File: src/rtl/guess_timing_scheduler.sv
// Guess/frame sequencer for the timing-attack sweep. It walks the candidate
// bytes, requests one frame per attempt and times the gap from the frame-end
// ack to the NO/YES reply. Latencies are summed over REPEATS attempts, and it
// reports either the byte that drew YES or the byte with the largest sum.
//
// state   | meaning
// --------+-------------------------------------------------------------
// IDLE    | waiting for start, no sweep has run since reset/abort
// LAUNCH  | one cycle: raise tx_req with the current candidate
// WAIT_TX | tx_req held until the sender acks the END byte
// MEASURE | latency counter running until a NO/YES reply or the timeout
// EVAL    | one cycle: compare summed latency, advance to the next candidate
// DONE    | sweep finished; results held until the next start
module guess_timing_scheduler #(
  parameter logic [7:0]       FIRST_GUESS = 8'h05,
  parameter logic [7:0]       LAST_GUESS  = 8'hFF,
  parameter int unsigned      REPEATS     = 4,
  parameter int unsigned      CNT_W       = 20,
  parameter logic [CNT_W-1:0] TIMEOUT     = 20'hFFFFF
) (
  input  logic               clk_i,
  input  logic               rst_i,
  input  logic               start_i,
  input  logic               abort_i,
  output logic               tx_req_o,
  output logic [7:0]         tx_byte_o,
  input  logic               tx_ack_i,
  input  logic               rx_valid_i,
  input  logic [7:0]         rx_data_i,
  output logic               busy_o,
  output logic               done_o,
  output logic               found_o,
  output logic               timeout_err_o,
  output logic [7:0]         cur_guess_o,
  output logic [7:0]         best_byte_o,
  output logic [CNT_W+3:0]   best_time_o
);

  localparam int unsigned ACC_W   = CNT_W + 4;
  localparam logic [7:0]  RX_YES  = 8'h03;
  localparam logic [7:0]  RX_NO   = 8'h04;
  localparam logic [3:0]  REP_MAX = 4'(REPEATS - 1);

  typedef enum logic [2:0] {
    S_IDLE, S_LAUNCH, S_WAIT_TX, S_MEASURE, S_EVAL, S_DONE
  } state_t;

  state_t             state_q;
  logic               tx_req_q;
  logic [7:0]         tx_byte_q;
  logic               busy_q;
  logic               done_q;
  logic               found_q;
  logic               timeout_err_q;
  logic [7:0]         cur_guess_q;
  logic [7:0]         best_byte_q;
  logic [ACC_W-1:0]   best_time_q;
  logic [ACC_W-1:0]   acc_q;
  logic [CNT_W-1:0]   lat_q;
  logic [3:0]         rep_q;

  // Sum including the reply that arrives this cycle; lat_q already equals k.
  logic [ACC_W-1:0]   acc_plus_lat;
  assign acc_plus_lat = acc_q + ACC_W'(lat_q);

  // Sweep sequencer: state, latency timing and result registers in one place.
  always_ff @(posedge clk_i or posedge rst_i) begin
    if (rst_i) begin
      state_q       <= S_IDLE;
      tx_req_q      <= 1'b0;
      tx_byte_q     <= FIRST_GUESS;
      busy_q        <= 1'b0;
      done_q        <= 1'b0;
      found_q       <= 1'b0;
      timeout_err_q <= 1'b0;
      cur_guess_q   <= FIRST_GUESS;
      best_byte_q   <= FIRST_GUESS;
      best_time_q   <= '0;
      acc_q         <= '0;
      lat_q         <= '0;
      rep_q         <= '0;
    end else if (abort_i) begin
      // Abort drops the request and leaves every result register untouched.
      state_q  <= S_IDLE;
      tx_req_q <= 1'b0;
      busy_q   <= 1'b0;
      done_q   <= 1'b0;
    end else begin
      case (state_q)
        S_IDLE, S_DONE: begin
          if (start_i) begin
            cur_guess_q   <= FIRST_GUESS;
            rep_q         <= '0;
            acc_q         <= '0;
            best_time_q   <= '0;
            best_byte_q   <= FIRST_GUESS;
            found_q       <= 1'b0;
            timeout_err_q <= 1'b0;
            busy_q        <= 1'b1;
            done_q        <= 1'b0;
            state_q       <= S_LAUNCH;
          end
        end
        S_LAUNCH: begin
          tx_req_q  <= 1'b1;
          tx_byte_q <= cur_guess_q;
          state_q   <= S_WAIT_TX;
        end
        S_WAIT_TX: begin
          // Replies before the frame has gone out are stale and ignored.
          if (tx_ack_i) begin
            tx_req_q <= 1'b0;
            lat_q    <= {{(CNT_W-1){1'b0}}, 1'b1};
            state_q  <= S_MEASURE;
          end
        end
        S_MEASURE: begin
          // A valid reply on the timeout cycle still counts as a reply.
          if (rx_valid_i && rx_data_i == RX_YES) begin
            found_q     <= 1'b1;
            best_byte_q <= cur_guess_q;
            best_time_q <= acc_plus_lat;
            busy_q      <= 1'b0;
            done_q      <= 1'b1;
            state_q     <= S_DONE;
          end else if (rx_valid_i && rx_data_i == RX_NO) begin
            acc_q <= acc_plus_lat;
            if (rep_q == REP_MAX) begin
              state_q <= S_EVAL;
            end else begin
              rep_q   <= rep_q + 4'd1;
              state_q <= S_LAUNCH;
            end
          end else if (lat_q == TIMEOUT) begin
            timeout_err_q <= 1'b1;
            busy_q        <= 1'b0;
            done_q        <= 1'b1;
            state_q       <= S_DONE;
          end else begin
            lat_q <= lat_q + {{(CNT_W-1){1'b0}}, 1'b1};
          end
        end
        S_EVAL: begin
          // Strict compare: on a tie the earlier candidate keeps the title.
          if (acc_q > best_time_q) begin
            best_time_q <= acc_q;
            best_byte_q <= cur_guess_q;
          end
          rep_q <= '0;
          acc_q <= '0;
          if (cur_guess_q == LAST_GUESS) begin
            found_q <= 1'b0;
            busy_q  <= 1'b0;
            done_q  <= 1'b1;
            state_q <= S_DONE;
          end else begin
            cur_guess_q <= cur_guess_q + 8'd1;
            state_q     <= S_LAUNCH;
          end
        end
        default: begin
          state_q <= S_IDLE;
        end
      endcase
    end
  end

  assign tx_req_o      = tx_req_q;
  assign tx_byte_o     = tx_byte_q;
  assign busy_o        = busy_q;
  assign done_o        = done_q;
  assign found_o       = found_q;
  assign timeout_err_o = timeout_err_q;
  assign cur_guess_o   = cur_guess_q;
  assign best_byte_o   = best_byte_q;
  assign best_time_o   = best_time_q;

endmodule
File: config.mk
export PLATFORM = sky130hd
export DESIGN_NAME = guess_timing_scheduler
export DESIGN_NICKNAME = d
export VERILOG_FILES = /design/src/rtl/guess_timing_scheduler.sv
export SDC_FILE = /design/constraint.sdc
export NUM_CORES = 1
export LEC_CHECK = 0
export CORE_ASPECT_RATIO = 1.1
export CORE_UTILIZATION = 52
export DETAILED_ROUTE_END_ITERATION = 6
export GPL_TIMING_DRIVEN = 0
export MAX_ROUTING_LAYER = met4
export PLACE_DENSITY = 0.88
export SLEW_MARGIN = 20
export SYNTH_ARGS = -nofsm -noshare
export SYNTH_HDL_FRONTEND = slang
export SYNTH_SLANG_ARGS = --single-unit
File: constraint.sdc
create_clock -name clk_i -period 3.85 [get_ports clk_i]
set_input_delay 0.9625 -clock clk_i [delete_from_list [all_inputs] [get_ports clk_i]]
set_output_delay 0.9625 -clock clk_i [all_outputs]
set_load 0.02 [all_outputs]
# --- Word-level counts from Yosys, hierarchy flattened ---
# Cells that the tools add are included.
totals:
  ff_bits: 104
  latchBits: 0
  ramBits: 0
  mem_bits_ro: 0
  in_bits: 14
  output_inout_bits: 53
  mem_count: 0
op_classes:
  addsub: 4
  n_mul: 0
  div: 0
  magnitude_cmp: 1
  n_eq_ne: 28
  n_shift: 0
  muxes: 53
  bitwise_logic: 1
  n_reduce_logical: 21
op_table:
  columns: ["operator", "count"]
  rows:
  - ["$pmux 24 s3", 2]
  - ["$mux 24", 5]
  - ["$mux 20", 4]
  - ["$pmux 20 s2", 1]
  - ["$mux 8", 4]
  - ["$add 24x20->24", 1]
  - ["$gt 24x24->1", 1]
  - ["$mux 3", 8]
  - ["$ne 2x2->1 const B", 12]
  - ["$pmux 8 s3", 1]
  - ["$add 20x1->20 const B", 1]
  - ["$eq 20x20->1 const B", 1]
  - ["$reduce_and 5->1", 4]
  - ["$reduce_and 6->1", 3]
  - ["$mux 1", 16]
  - ["$mux 4", 4]
  - ["$pmux 8 s2", 1]
  - ["$pmux 3 s5", 1]
  - ["$pmux 4 s3", 1]
  - ["$ne 3x3->1 const B", 3]
  - ["$pmux 1 s3", 3]
  - ["$add 8x1->8 const B", 1]
  - ["$eq 8x2->1 const B", 1]
  - ["$eq 8x3->1 const B", 1]
  - ["19 further kinds", 28]

# --- Longest topological paths before layout ---
# Gate-level depths: netlist of run 1.
logic_depth:
  depth_word: 6
  ltp_mapped: 11

# --- Worst setup path before layout of run 1 ---
# No wires, ideal clock.
synth_path:
  kind: "input to register"
  startpoint: "input rx_data_i[1]"
  endpoint: "register acc_q[22]"
  setup_ps: 138
  arrival_ps: 2599
  setup_slack_ps: 1113
  path_stages: 5
  n_path_buf: 1
  path_cell_list: "or3b_2 > or2_2 > a21boi_1 > clkbuf_1 > a31oi_1"
synth_via:
  elab_chain_len: 4
synth_lines:
  columns: ["element", "line", "text"]
  rows:
  - ["from (decl)", "29", "input logic [7:0] rx_data_i,"]
  - ["$eq 8x3->1 / $eq 8x2->1 (equally long branches)", "126, 119", null]
  - ["$logic_and 1x1->1, on equally long branches", "126, 119", null]
  - ["$ne 2x2->1 (no source line)", null, null]
  - ["$reduce_and 5->1 (no source line) (*)", null, null]
  - ["to (signal assigned)", "127", "acc_q <= acc_plus_lat;"]
  - ["to (decl)", "58", "logic [ACC_W-1:0] acc_q;"]
# Mark *: on every way between the ends. The rest lies on a longest branch, timed or not.
# A chain may end at the register's enable or synchronous reset.

# --- Final worst setup path of run 1 ---
layout_path:
  startpoint: "input rx_data_i[4]"
  endpoint: "register best_time_q[20] (netlist: best_time_o[20])"
layout_via:
  elab_chain_len: 4
layout_lines:
  columns: ["element", "line", "text"]
  rows:
  - ["$eq 8x2->1", "119", "if (rx_valid_i && rx_data_i == RX_YES) begin"]
  - ["$logic_and 1x1->1", "119", null]
  - ["$ne 2x2->1 (no source line)", null, null]
  - ["$reduce_and 5->1 (no source line)", null, null]
  - ["to (signal assigned)", "122", "best_time_q <= acc_plus_lat;"]
  - ["to (signal assigned)", "146", "best_time_q <= acc_q;"]
  - ["to (decl)", "57", "logic [ACC_W-1:0] best_time_q;"]
# No other way between the ends.

==> impl_metrics.csv, run 1 <==
group,metric,value,unit
synthesis,synth_edf_count,0,
sta,hold_violations,0,
synthesis,synth_area,6510,sq um
sta,min_period,3.32,ns
synthesis,synth.top_cells.by_area,"dfrtp_1 38%, ha_1 9.0%, nand2_1 5.2%",
placed_design,post-dp-hpwl,12300,um
die,die_height,119,um
critical_path,crit_path_start_kind,"input port",
routing,wl_per_cell,17.0,um
finish,final_area,7690,sq um
synthesis,synth_cell_types,66,
routing,dr.first_iter.drc_count,532,
placed_design,routabilityCongestion,0.947,
routing,wl,16500,um
routing,drc,0,
finish,area_growth,18.2,%
sta,finalCritPeriodShare,0.863,
sta,slew_headroom,0.372,
synthesis,yosysMostFrequentCell,"dfrtp_1",
pwr,p_per_area,515,nW/um^2
synthesis,synth_ff_type,"dfrtp_1",
critical_path,cp-end-kind,"register",
synthesis,synth_largest_area_cell,"dfrtp_1",
critical_path,slowest_stage,"nor4_1",
pwr,p_leak,3.36,nW
clock_network,cts-root-buf,"clkbuf_16",
placed_design,numPortBuffers,65,
die,dieArea,13000,sq um
clock_network,cts_resized,0,
critical_path,critPathTopFamily,"compound AO/OA/AOI/OAI gates",
grt,grt_pass1_wl,27200,um
sta,fmax,301,MHz
die,core-area,12100,sq um
pwr,fin_total_pwr,3.96,mW
synthesis,synth_seq_cells,104,
sta,slew_violations,0,
routing,antenna_left,0,
synthesis,ys_warn_count,0,
die,die_width,109,um
grt,grt_pass1_vias,5601,
die,floorplan.rows,42,
synthesis,yosys-top-cells-count,"98 x dfrtp_1, 90 x nand2_1, 66 x o21ai_0, 56 x a21oi_1, 53 x nor2_1",
finish,antennaDiodeCount,0,
grt,antenna_found_initial,0,
synthesis,synthCells,737,
clock_network,cts.path.max_buffers,2,
critical_path,crit_path_max_incr_delay,0.43,ns
critical_path,worstPathCellList,"clkdlybuf4s50_1 > nor4_1 > nand2_1 > o21ai_0 > nand3_1 > a21o_1 > clkbuf_1 > a32oi_1 > o31ai_1",
synthesis,ys_seq_area_frac,0.401,
finish,fill_cells,999,
clock_network,hold_buffers,0,
clock_network,post_cts_buffers,0,
critical_path,worstPathArrival,3.56,ns
routing,vias_per_cell,6.17,
grt,grt_usage,0.278,
synthesis,synth_top_area_share,0.377,
sta,setup_viol,0,
clock_network,clock_sinks,104,
grt,grt_max_degree,64,
die,start_util,0.536,
clock_network,h-tree-depth,3,
synthesis,syn-num-nets,799,
clock_network,cts.clk_slew.worst_paths,0.08,ns
routing,firstDrtPassIters,5,
critical_path,cp_max_fo,10,
clock_network,tritoncts,"done",
grt,gr-total-overflow,0,
clock_network,cts_made_buffers,9,
critical_path,cp.required,4.09,ns
die,ios,67,
critical_path,path_buf_inv,2,
placed_design,placed_area,7380,sq um
synthesis,synthArstFlopShare,1.00,
sta,tightest_slew,0.934,ns
worst_hold_path,min_path_type,"register to register",
clock_network,clock_latency,0.37,ns
run_status,status,"completed",
pwr,peakVddDrop,0.423,mV
sta,skew,0.0127,ns
sta,rsz0062_at_grt,"no",
critical_path,crit_type,"input port to register",
routing,vias,6006,
synthesis,avgSynthCellArea,8.83,sq um
job,drv_cap,0,
finish,nets,876,
finish,drive_above_1_share,0.0672,
==> through the flow <==
stage | std cells | setup WS [ns] | hold WS [ns] | util | TNS [ns]
after floorplan | 737 | 0.165 | 0.484 | - | 0
after global placement | 956 | -1.37 | 0.461 | 0.606 | -135.03
after detailed placement | 957 | -0.00548 | 0.472 | 0.608 | -0.00548
after CTS | 973 | 0.328 | 0.484 | 0.633 | 0
after global routing | 973 | 0.226 | 0.525 | 0.634 | 0
final | 973 | 0.527 | 0.478 | 0.634 | 0
==> layout by cell type, fill, tap and decap left out, drive strengths merged, types with 3 or more instances in the layout <==
master,n
a2111oi,3
a211oi,14
a21o,13
a21oi,57
a221oi,9
a22oi,4
a31oi,8
and2,10
and3,7
buf,11
clkbuf,27
clkdlybuf4s50,65
dfrtp,98
dfstp,6
ha,47
inv,46
mux2,14
mux2i,3
nand2,90
nand3,30
nand3b,4
nand4,12
nor2,53
nor2b,5
nor3,14
nor3b,4
nor4,6
o211ai,9
o21a,5
o21ai,69
o21bai,3
o31ai,11
or3,9
or3b,3
xnor2,15
xor2,6
==> state kept, by name, indices dropped and copies added, names as in the netlist <==
signal         flops
tx_req_o           1
timeout_err_o      1
found_o            1
rep_q              4
tx_byte_o          8
best_time_o       24
lat_q             20
acc_q             24
busy_o             1
state_q            3
cur_guess_o        8
done_o             1
best_byte_o        8
==> metal layers <==
layer / share of wire / vias up / global-route usage
met4: 0.028 / 0 / 0.111
met3: 0.074 / 34 / 0.0624
met1: 0.43 / 2880 / 0.359
met2: 0.47 / 238 / 0.421
met5: 0 / - / -
li1: - / 2854 / -
==> worst min-delay path, stage by stage, from the launching register on <==
cell and delay (ns):
dfrtp_1 0.34, nand2_1 0.05, o21ai_0 0.06
==> layout make-up <==
type,instances,area (sq um),area share
sequential,104,2610,0.339
tap,154,193,0.0250
clock inverter,7,78.8,0.0102
inverter,41,159,0.0207
timing repair buffer,66,678,0.0881
multi-input combinational,564,3630,0.472
clock buffer,9,225,0.0293
buffer,28,116,0.0151
==> path summary, 6_finish.rpt <==
check | from | endpoint | slack (ns) | depth (start not counted)
min in group asynchronous | rst_i | best_time_o[21] | 0.96 | 2
worst max-delay path | rx_data_i[4] | best_time_o[20] | 0.53 | 9
max in group asynchronous | rst_i | lat_q[4] | 2.22 | 3
worst min-delay path | best_byte_o[6] | best_byte_o[6] | 0.48 | 2
worst min register to register | best_byte_o[6] | best_byte_o[6] | 0.48 | 2
worst max register to register | acc_q[4] | acc_q[19] | 0.81 | 8
==> cells by family after synthesis <==
| family | after synthesis | share of synthesized area |
|---|---|---|
| simple gates | 252 | 0.184 |
| mux | 17 | 0.0288 |
| flops | 104 | 0.401 |
| compound gates | 226 | 0.223 |
| buf+inv | 69 | 0.0415 |
| xor+xnor | 21 | 0.0283 |
| fa+ha+maj | 48 | 0.0934 |
==> power by group <==
group	switching (mW)	internal, mW	total, mW
Combinational	0.945	0.624	1.57
Sequential	0.145	1.30	1.45
Clock	0.478	0.467	0.945
Total	1.57	2.39	3.96
(Power assumes the default switching activity.)
==> inputs of run 2 (changes only) <==
--- a/config.mk
+++ b/config.mk
@@ -8,7 +8,6 @@
 export CORE_ASPECT_RATIO = 1.1
 export CORE_UTILIZATION = 52
 export DETAILED_ROUTE_END_ITERATION = 6
-export GPL_TIMING_DRIVEN = 0
 export MAX_ROUTING_LAYER = met4
 export PLACE_DENSITY = 0.88
 export SLEW_MARGIN = 20
==> impl_metrics.csv, run 2 (synthesized netlist as in run 1, its figures left out) <==
group,metric,value,unit
run_status,status,"completed",
placed_design,placed_area,7370,sq um
critical_path,crit_type,"register to register",
die,die_width,109,um
finish,final_area,7670,sq um
clock_network,cts.path.max_buffers,2,
grt,grt_pass1_wl,26600,um
grt,grt_max_degree,59,
finish,seq_area,2610,sq um
critical_path,cp-end-kind,"register",
clock_network,cts_made_buffers,9,
clock_network,h-tree-depth,3,
finish,layout_commonest_cell,"dfrtp_1",
routing,wl_per_cell,16.4,um
placed_design,post-place-ws,0.463,ns
clock_network,cts_resized,0,
sta,setup_viol,0,
pwr,switchingPower,1.47,mW
pwr,sw_frac_of_total,0.376,
routing,vias,5851,
routing,drc,0,
pwr,p_leak,3.38,nW
die,core-area,12100,sq um
sta,slew_headroom,0.402,
sta,tightest_slew,0.874,ns
clock_network,cts-root-buf,"clkbuf_16",
job,drv_cap,0,
routing,dr.first_iter.drc_count,469,
finish,area_growth,17.9,%
routing,firstDrtPassIters,5,
finish,nets,862,
pwr,peakVddDrop,0.267,mV
grt,grt_pass1_vias,5568,
finish,multi_input_area,3630,sq um
sta,min_period,3.20,ns
clock_network,hold_buffers,0,
finish,final_cell_mix,"98 x dfrtp_1, 90 x nand2_1, 66 x o21ai_0, 66 x clkdlybuf4s50_1, 56 x a21oi_1",
clock_network,clock_sinks,104,
pwr,p_per_area,509,nW/um^2
critical_path,cp_max_fo,58,
placed_design,routabilityCongestion,0.924,
pwr,pwr-share-clk,0.246,
grt,antenna_found_initial,0,
pwr,p_seq_frac,0.376,
clock_network,tritoncts,"done",
pwr,intPower,2.44,mW
sta,fmax,312,MHz
pwr,p_comb_frac,0.378,
critical_path,crit_path_start_kind,"register",
finish,fill_cells,936,
clock_network,cts.clk_slew.worst_paths,0.08,ns
sta,hold_violations,0,
critical_path,worstPathArrival,3.39,ns
die,dieArea,13000,sq um
routing,antenna_left,0,
placed_design,post-dp-hpwl,11200,um
die,start_util,0.536,
finish,antennaDiodeCount,0,
die,floorplan.rows,42,
finish,drive_above_1_share,0.0770,
sta,setup_ws,0.645,ns
die,die_height,119,um
clock_network,post_cts_buffers,0,
sta,skew,0.00739,ns
clock_network,clock_latency,0.35,ns
sta,finalCritPeriodShare,0.832,
routing,vias_per_cell,6.10,
worst_hold_path,min_path_type,"register to register",
grt,gr-total-overflow,0,
sta,slew_violations,0,
routing,wl,15700,um
placed_design,numPortBuffers,66,
grt,grt_usage,0.267,
die,ios,67,
sta,rsz0062_at_grt,"no",
sta,setup_tns,0,ns
critical_path,cp.required,4.04,ns
## run 2: routing by layer
metal,vias up,GRT usage,part of all wire
met5,-,-,0
met4,0,0.0853,0.020
met3,26,0.0356,0.058
met2,214,0.420,0.48
met1,2787,0.356,0.45
li1,2824,-,-
## run 2: final cells by class
cell class	instances	share of cell area
clock inverters	7	0.0109
multi-input cells	564	0.473
repair buffers	80	0.101
well taps	154	0.0251
inverters	41	0.0204
flip-flops and latches	104	0.340
clock buffers	9	0.0293
## run 2: worst paths after layout
path	startpoint	end	slack, ns	cells past startpoint
max	state_q[0]	best_byte_o[1]	0.65	6
min	best_byte_o[2]	best_byte_o[2]	0.49	2
max reg2reg	state_q[0]	best_byte_o[1]	0.65	6
min reg2reg	best_byte_o[2]	best_byte_o[2]	0.49	2
max in group asynchronous	rst_i	tx_byte_o[2]	2.09	3
min in group asynchronous	rst_i	acc_q[20]	1.00	2
## run 2: power by group through the flow
stage	Combinational, mW	Clock, mW	Sequential (mW)
2_1_floorplan	0.781	0	1.63
3_3_place_gp	1.44	0	1.48
3_5_place_dp	1.47	0	1.49
4_1_cts	1.48	0.978	1.47
5_1_grt	1.63	1.01	1.50
6_report	1.48	0.963	1.47
## run 2: metrics by stage
step	power [mW]	utilization	hold slack, ns	instances
2_1_floorplan	2.41	-	0.484	737
4_1_cts	3.93	0.632	0.491	959
3_3_place_gp	2.92	0.607	0.471	943
6_report	3.91	0.632	0.488	959
3_5_place_dp	2.96	0.607	0.481	943
5_1_grt	4.15	0.632	0.527	959
## run 2: critical path: stages, from the launching register on
cell	delay, ns
dfrtp_1	0.53
or3b_2	0.67
a2111oi_0	0.42
nor3b_1	0.48
a21o_1	0.19
buf_4	0.46
o21ai_0	0.26
==> inputs of run 3 (changes only) <==
==> constraint.sdc (replaced) <==
create_clock -name clk_i -period 2.9 [get_ports clk_i]
set_input_delay 0.725 -clock clk_i [delete_from_list [all_inputs] [get_ports clk_i]]
set_output_delay 0.725 -clock clk_i [all_outputs]
set_load 0.02 [all_outputs]
==> impl_metrics.csv, run 3 (synthesized netlist as in run 1, its figures left out) <==
group,metric,value,unit
finish,final_cell_mix,"98 x dfrtp_1, 90 x nand2_1, 66 x o21ai_0, 66 x clkdlybuf4s50_1, 55 x a21oi_1",
routing,vias,6067,
clock_network,cts.path.max_buffers,2,
sta,tightest_slew,0.757,ns
grt,grt_pass1_wl,28100,um
routing,dr.first_iter.drc_count,438,
die,start_util,0.536,
critical_path,crit_path_max_incr_delay,0.46,ns
pwr,p_per_area,673,nW/um^2
sta,finalCritPeriodShare,0.978,
grt,grt_max_degree,59,
finish,final_cells,985,
sta,setup_tns,0,ns
die,die_height,119,um
finish,layout_commonest_cell,"dfrtp_1",
routing,firstDrtPassIters,7,
placed_design,dpl.cell_count,969,
critical_path,worstPathArrival,3.12,ns
grt,gr-total-overflow,0,
critical_path,path_buf_inv,0,
routing,vias_per_cell,6.16,
grt,grt_usage,0.285,
clock_network,hold_buffers,0,
grt,grt_pass1_vias,5827,
run_status,status,"completed",
clock_network,cts_made_buffers,9,
finish,area_growth,21.7,%
sta,slew_violations,0,
placed_design,routabilityCongestion,0.928,
clock_network,tritoncts,"done",
grt,antenna_found_initial,0,
sta,hold_violations,0,
finish,drive_above_1_share,0.112,
critical_path,crit_type,"register to register",
finish,antennaDiodeCount,0,
worst_hold_path,min_path_cells,2,
pwr,peakVddDrop,0.480,mV
sta,slew_headroom,0.491,
clock_network,cts.clk_slew.worst_paths,0.07,ns
sta,setup_viol,0,
die,core-area,12100,sq um
sta,setup_ws,0.0647,ns
routing,wl,16900,um
critical_path,worstPathCellList,"ha_1 > and3_4 > a221o_1 > a221oi_4 > a21oi_2 > a311o_1 > a311o_2 > a22oi_2",
die,floorplan.rows,42,
die,dieArea,13000,sq um
critical_path,worst-path-stages,8,
critical_path,reg2reg_depth,8,
routing,drc,0,
critical_path,cp-end-kind,"register",
finish,nets,888,
clock_network,clock_latency,0.35,ns
routing,antenna_left,0,
clock_network,clock_sinks,104,
worst_hold_path,min_path_type,"register to register",
critical_path,cp.required,3.18,ns
clock_network,cts-root-buf,"clkbuf_16",
sta,whs,0.488,ns
placed_design,numPortBuffers,66,
die,die_width,109,um
sta,min_period,2.84,ns
sta,skew,0.00815,ns
sta,fmax,353,MHz
clock_network,h-tree-depth,3,
finish,fill_cells,930,
pwr,p_leak,3.52,nW
routing,wl_per_cell,17.2,um
critical_path,slowest_stage,"dfrtp_1",
placed_design,post-dp-hpwl,12000,um
job,drv_cap,0,
critical_path,cp_max_fo,4,
die,ios,67,
placed_design,post-place-ws,-0.00563,ns
critical_path,crit_path_start_kind,"register",
critical_path,critPathTopFamily,"compound AO/OA/AOI/OAI gates",
==> run 3: changes by cell type in the layout (fill, tap and decap cells not counted), moves of 2 or more <==
cell      delta
clkinv_4     +2
inv_6        -3
nor3b_1      -2
nor3b_2      +2
buf_12       +2
buf_4       +24
==> run 3: report_power, final <==
| group | internal, mW | leakage [nW] | switching [mW] | total (mW) |
|---|---|---|---|---|
| sequential | 1.73 | 1.38 | 0.176 | 1.90 |
| clock | 0.688 | 0.150 | 0.597 | 1.29 |
| combinational | 0.906 | 1.99 | 1.24 | 2.14 |
| total | 3.32 | 3.52 | 2.01 | 5.33 |
==> run 3: path summary, 6_finish.rpt <==
path                                 from               to  slack (ns)
max in group asynchronous           rst_i   cur_guess_o[2]        1.49
hold / removal             best_byte_o[6]   best_byte_o[6]        0.49
min in group asynchronous           rst_i  best_time_o[17]        0.77
setup / recovery                acc_q[10]  best_time_o[19]        0.06
hold reg to reg            best_byte_o[6]   best_byte_o[6]        0.49
setup reg to reg                acc_q[10]  best_time_o[19]        0.06
==> run 3: layer usage <==
layer  track usage  share of wire  vias up
li1              -              -     2873
met1         0.368           0.42     2855
met2         0.436           0.48      285
met3        0.0432          0.072       54
met4         0.139          0.034        0
met5             -              0        -
==> run 3: final cells by class <==
cell class | instances | area (sq um) | area share
clock buffer | 9 | 225 | 0.0284
multi-input combinational | 564 | 3650 | 0.461
inverter | 41 | 158 | 0.0199
timing repair buffer | 106 | 998 | 0.126
clock inverter | 7 | 86.3 | 0.0109
sequential | 104 | 2610 | 0.329
tap | 154 | 193 | 0.0243
==> run 3: through the flow <==
step	util	cell area [sq um]	total power [mW]
after global placement	0.625	7590	3.98
after global routing	0.653	7920	5.64
final	0.653	7920	5.33
after CTS	0.651	7900	5.33
after detailed placement	0.625	7590	4.04
after floorplan	-	6510	3.20
==> run 3: what timing repair did <==
action | 4_1_cts | 5_1_grt
buffers inserted | 0 | 0
hold endpoints to repair | 0 | 0
setup endpoints to repair | 0 | 18
gates resized for setup | 0 | 5
==> run 3: worst min-delay path, stage by stage, from the launching register on <==
cell	delay (ns)
dfrtp_1	0.35
nand2_1	0.05
o21ai_0	0.06
